==> src/rtl/sar_pkg.sv <==
// Shared SAR definitions: default resolution, result-word type and the averager FSM states.
package sar_pkg;

    localparam int SAR_BITS = 9;

    typedef logic [SAR_BITS:0] sar_word_t;

    typedef enum logic {
        ST_DISCARD = 1'b0,
        ST_ACCUM   = 1'b1
    } sar_state_t;

endpackage

==> src/rtl/sar_avg_accum.sv <==
// Window accumulator: sums 2^LOG2_AVG SAR results and emits the rounded mean with a done pulse.
module sar_avg_accum
    import sar_pkg::*;
#(
    parameter int BITS     = SAR_BITS,
    parameter int LOG2_AVG = 2
) (
    input  logic            clk_i,
    input  logic            rst_i,
    input  logic            clear_i,
    input  logic            add_i,
    input  logic [BITS:0]   result_i,
    output logic [BITS:0]   avg_o,
    output logic            done_o
);

    localparam int W  = BITS + 1 + LOG2_AVG;
    localparam int CW = (LOG2_AVG > 0) ? LOG2_AVG : 1;
    localparam logic [CW-1:0] CNT_LAST = CW'((1 << LOG2_AVG) - 1);
    // Half an LSB of the output; evaluates to zero when no averaging is configured.
    localparam logic [W-1:0]  RND      = W'((1 << LOG2_AVG) >> 1);

    logic [W-1:0]  sum_q, sum_d;
    logic [CW-1:0] cnt_q, cnt_d;
    logic [W-1:0]  total;

    always_comb begin
        total  = sum_q + W'(result_i) + RND;
        avg_o  = (BITS+1)'(total >> LOG2_AVG);
        done_o = add_i && (cnt_q == CNT_LAST);
        sum_d  = sum_q;
        cnt_d  = cnt_q;
        if (clear_i || done_o) begin
            sum_d = '0;
            cnt_d = '0;
        end else if (add_i) begin
            sum_d = sum_q + W'(result_i);
            cnt_d = cnt_q + CW'(1);
        end
    end

    always_ff @(posedge clk_i) begin
        if (rst_i) begin
            sum_q <= '0;
            cnt_q <= '0;
        end else begin
            sum_q <= sum_d;
            cnt_q <= cnt_d;
        end
    end

endmodule

==> src/rtl/sar_result_averager.sv <==
// SAR result averager: edge-detects the sample strobe, discards the first stale capture,
// averages fixed windows and hands results downstream. SAR_AVG_OVERRUN_CNT_EN adds overrun_cnt.
module sar_result_averager
    import sar_pkg::*;
#(
    parameter int BITS     = SAR_BITS,
    parameter int LOG2_AVG = 2
) (
    input  logic          clock,
    input  logic          reset,
    input  logic          clk_sample,
    input  logic [BITS:0] result,
    input  logic          clear,
    input  logic          out_ready,
    output logic          out_valid,
    output logic [BITS:0] out_data,
    output logic          overrun,
`ifdef SAR_AVG_OVERRUN_CNT_EN
    output logic [7:0]    overrun_cnt,
`endif
    output logic          dbg_state_o
);

    sar_state_t    state_q, state_d;
    logic          sample_q;
    logic          capture;
    logic          add;
    logic          done;
    logic [BITS:0] avg;
    logic          xfer;
    logic          valid_q, valid_d;
    logic [BITS:0] data_q, data_d;
    logic          ovr_q, ovr_d;
    logic          drop;

    sar_avg_accum #(
        .BITS     (BITS),
        .LOG2_AVG (LOG2_AVG)
    ) u_accum (
        .clk_i    (clock),
        .rst_i    (reset),
        .clear_i  (clear),
        .add_i    (add),
        .result_i (result),
        .avg_o    (avg),
        .done_o   (done)
    );

    // Handshake: a word moves on any cycle with out_valid && out_ready; out_data is held
    // while out_valid is high, and an average finished while the word is stuck is dropped.
    always_comb begin
        capture = clk_sample && !sample_q;
        add     = capture && !clear && (state_q == ST_ACCUM);
        xfer    = valid_q && out_ready;
        state_d = state_q;
        valid_d = valid_q;
        data_d  = data_q;
        ovr_d   = ovr_q;
        drop    = 1'b0;
        if (clear) begin
            state_d = ST_DISCARD;
        end else if (capture && (state_q == ST_DISCARD)) begin
            state_d = ST_ACCUM;
        end
        if (xfer) begin
            valid_d = 1'b0;
        end
        if (done) begin
            if (!valid_q || out_ready) begin
                data_d  = avg;
                valid_d = 1'b1;
            end else begin
                drop  = 1'b1;
                ovr_d = 1'b1;
            end
        end
        if (clear) begin
            ovr_d = 1'b0;
        end
    end

    always_ff @(posedge clock) begin
        if (reset) begin
            state_q  <= ST_DISCARD;
            sample_q <= 1'b0;
            valid_q  <= 1'b0;
            data_q   <= '0;
            ovr_q    <= 1'b0;
        end else begin
            state_q  <= state_d;
            sample_q <= clk_sample;
            valid_q  <= valid_d;
            data_q   <= data_d;
            ovr_q    <= ovr_d;
        end
    end

`ifdef SAR_AVG_OVERRUN_CNT_EN
    logic [7:0] ocnt_q, ocnt_d;

    always_comb begin
        ocnt_d = ocnt_q;
        if (clear) begin
            ocnt_d = '0;
        end else if (drop && (ocnt_q != 8'hFF)) begin
            ocnt_d = ocnt_q + 8'd1;
        end
    end

    always_ff @(posedge clock) begin
        if (reset) begin
            ocnt_q <= '0;
        end else begin
            ocnt_q <= ocnt_d;
        end
    end

    assign overrun_cnt = ocnt_q;
`endif

    assign out_valid   = valid_q;
    assign out_data    = data_q;
    assign overrun     = ovr_q;
    assign dbg_state_o = (state_q == ST_ACCUM);

endmodule

==> config.mk <==
export PLATFORM = sky130hd
export DESIGN_NAME = sar_result_averager
export DESIGN_NICKNAME = d
export VERILOG_FILES = /design/src/rtl/sar_pkg.sv /design/src/rtl/sar_avg_accum.sv /design/src/rtl/sar_result_averager.sv
export SDC_FILE = /design/constraint.sdc
export NUM_CORES = 1
export LEC_CHECK = 0
export ABC_CLOCK_PERIOD_IN_PS = 2400
export BUFFER_PORTS_ARGS = -buffer_cell sky130_fd_sc_hd__buf_2
export CORE_AREA = 3 3 70 72
export DETAILED_ROUTE_END_ITERATION = 10
export DIE_AREA = 0 0 73 75
export HOLD_SLACK_MARGIN = 0.1
export PLACE_DENSITY_LB_ADDON = 0.12
export SYNTH_ARGS = -nofsm -noshare
export SYNTH_HDL_FRONTEND = slang
export SYNTH_SLANG_ARGS = --single-unit
==> constraint.sdc <==
create_clock -name clock -period 2.4 [get_ports clock]
set_input_delay 0 -clock clock [delete_from_list [all_inputs] [get_ports clock]]
set_output_delay 0 -clock clock [all_outputs]
set_load 0.02 [all_outputs]
==> impl_metrics.env <==
export IMPL_status="finished with violations"
export IMPL_violations="negative setup slack"
export IMPL_ios=28
export IMPL_antenna_left=0
export IMPL_initial_core_util_pct=40.0
export IMPL_cts_tree="yes"
export IMPL_reg2reg_slack_ns=-0.07
export IMPL_nFillCells=406
export IMPL_worstSkewPairLatency_ns=0.28
export IMPL_synth_mux_area_share_pct=5.75
export IMPL_vias=1490
export IMPL_die_h_um=75
export IMPL_fin_crit_ns=2.47
export IMPL_antenna_found_initial=0
export IMPL_tightest_slew_ns=0.570
export IMPL_synth_nets=214
export IMPL_io_buffers=27
export IMPL_min_delay_start="result[0]"
export IMPL_syn2layout_area_growth_pct=33.1
export IMPL_dr_first_iter_drc_count=84
export IMPL_cp_data_arrival_time_ns=2.66
export IMPL_synth_xor_area_share_pct=11.3
export IMPL_grt_pass1_vias=1502
export IMPL_grt_max_degree=18
export IMPL_antennaDiodeCount=0
export IMPL_cts_buffers=3
export IMPL_fin_ws_ns=-0.0725
export IMPL_ys_warnings_count=0
export IMPL_worstPathMaxFanout=3
export IMPL_start_kind="flop"
export IMPL_fin_crit_sh_pct=103
export IMPL_grt_util_met3_pct=1.87
export IMPL_vias_per_cell=5.17
export IMPL_synth_compound_area_share_pct=19.3
export IMPL_core_mm2=0.00435
export IMPL_cts_max_level=1
export IMPL_skew_ns=0.00306
export IMPL_synthDistinctLibCells=53
export IMPL_r2r_start="u_accum.sum_q[4]"
export IMPL_vdd_drop_max_mv=0.324
export IMPL_clockRootBuffer="clkbuf_8"
export IMPL_end_kind="flop"
export IMPL_place_ws_ns=-0.127
export IMPL_num_rows=24
export IMPL_wl_per_cell_um=14.1
export IMPL_crit_path_frequent_cell="a31o_1"
export IMPL_cap_violations=0
export IMPL_final_common_cell="buf_2"
export IMPL_min_delay_path_class="input port to flop"
export IMPL_r2r_cells=8
export IMPL_slew_headroom_pct=61.9
export IMPL_use_met2_pct=27.4
export IMPL_worstHoldPathCells=4
export IMPL_yosysSeqAreaShare_pct=32.2
export IMPL_crit_path_top_delay_cell="a2111o_1"
export IMPL_dieArea_mm2=0.00548
export IMPL_drc=0
export IMPL_die_x_um=73
export IMPL_dr_pass1_iters=4
export IMPL_setup_violations=3
export IMPL_hold_violations=0
export IMPL_synthAdderAreaFrac_pct=9.78
export IMPL_powerDensity_mw_per_mm2=427
export IMPL_fin_nets=265
export IMPL_track_usage_pct=15.4
export IMPL_ys_flop_type="dfxtp_1"
export IMPL_yosys_area_share_simple_pct=18.7
export IMPL_synth_top_area_share_pct=32.2
export IMPL_p_leak_nw=0.978
export IMPL_layout_drive_gt1_share_pct=34.7
export IMPL_max_freq_mhz=404
export IMPL_wl_um=4060
export IMPL_critical_path_max_stage_delay_ns=0.42
export IMPL_ys_seq_elements=28
export IMPL_finalMaxSlewViolations=0
export IMPL_synth_top_family_by_area="compound AO/OA/AOI/OAI gates"
export IMPL_synthesis_area_mm2=0.00174
export IMPL_synth_edf_count=0
export IMPL_grt_pass1_wl_um=6710
export IMPL_cts_clk_slew_worst_paths_ns=0.11
export IMPL_crit_type="flop to flop"
export IMPL_netlist_instances=186
export IMPL_synth_area_leader_cell="dfxtp_1"
export IMPL_busiest_layer="met2"
export IMPL_synth_area_leaders="dfxtp_1, ha_1, nor2_1, mux2i_1, xnor2_1"
export IMPL_grt_use_met1_pct=19.5
export IMPL_finalWeightedCongestion=0.715
export IMPL_rsz0062_at_grt="true"
export IMPL_cts_buffer_depth=2
export IMPL_layout_common_cells="buf_2, nor2_1, dfxtp_1"
export IMPL_ys_async_sr_fraction_pct=0
export IMPL_regArea_um2=563
export IMPL_post_route_util_pct=53.2
export IMPL_avgSynthCellArea_um2=9.36
export IMPL_cts_sinks=28
export IMPL_path_cells="ha_2 > a2111o_1 > o21bai_4 > a41o_4 > mux2i_1 > a211o_1 > a31o_1 > a31o_1"
export IMPL_multiInputGateArea_mm2=0.00127
export IMPL_r2r_end="out_data[9]"
export IMPL_post_dp_hpwl_um=2890
export IMPL_required_ns=2.58
export IMPL_holdPathEnd="u_accum.sum_q[0]"
export IMPL_grt_overflow_total=0
kinds of logic (layout without fill, tap and decap cells):
logic type | after synthesis | after routing
fa+ha+maj | 13 | 13
flops | 28 | 28
compound gates | 42 | 42
buf+inv | 9 | 59
simple gates | 65 | 65
mux | 10 | 10
xor+xnor | 19 | 19
final cells by class:
class	count	share of cell area, %
clock buffers	3	1.78
inverters	3	0.486
clock inverters	1	1.30
well taps	52	2.81
flip-flops and latches	28	24.3
repair buffers	52	14.6
multi-input cells	149	54.8
power breakdown:
part / internal (W) / total (W) / switching, W
sequential: 0.000467 / 0.000468 / 0.00000118
clock: 0.000223 / 0.000384 / 0.000160
combinational: 0.0000656 / 0.000138 / 0.0000721
total: 0.000756 / 0.000990 / 0.000234
state kept, by name, summed over array words and instances, names as in the netlist:
name / count
out_valid: 1
out_data: 10
dbg_state_o: 1
u_accum.cnt_q: 2
sample_q: 1
u_accum.sum_q: 12
overrun: 1
stage by stage:
step                      hold slack, ns  cell area, µm²  setup TNS [ns]  power (W)  instances
final                              0.118            2320          -0.106   0.000990        288
after detailed placement           0.198            2040          -0.431   0.000592        274
after floorplan                   0.0716            1770               0   0.000551        186
after CTS                          0.108            2230          -0.181   0.000988        286
after global routing               0.158            2320          -0.635    0.00103        288
after global placement             0.197            2040         -0.0914   0.000592        274
layer usage:
layer,part of all wire [%],vias to the layer above
met5,0,-
met4,0.59,0
met1,46,701
li1,-,760
met3,3.6,2
met2,50,27
critical path: cells and delay by family (launching register included):
family / cells / cell delay, ns
flip-flops: 1 / 0.34
multiplexers: 1 / 0.13
adder cells (fa/ha/maj): 1 / 0.27
AO/OA/AOI/OAI: 6 / 1.63
Yosys cell counts (4+ instances only):
cell type	instances
xnor2_1	8
nand2_1	12
ha_1	12
o21ai_0	5
nor2b_1	4
mux2i_1	10
nor2_1	27
dfxtp_1	28
a211oi_1	8
xor2_1	7
nand3_1	5
a21oi_1	5
worst max-delay path by stage:
stage / startpoint / endpoint / slack (ns) / cells past startpoint
CTS: u_accum.sum_q[0] / out_data[8] / -0.09 / 9
detailed placement: u_accum.sum_q[0] / out_data[9] / -0.13 / 9
global route: u_accum.sum_q[0] / out_data[8] / -0.16 / 9
global placement: u_accum.sum_q[4] / out_data[8] / -0.04 / 8
finish: u_accum.sum_q[4] / out_data[9] / -0.07 / 8
floorplan: u_accum.sum_q[4] / out_data[9] / 0.02 / 8
timing repair:
action / in CTS / in global routing
resized for setup: 6 / 11
pin swaps: 12 / 16
hold buffers: 6 / 0
buffers inserted: 2 / 2
setup endpoints to repair: 4 / 6
hold endpoints to repair: 13 / 0
Power figures use the tool's default switching activity.
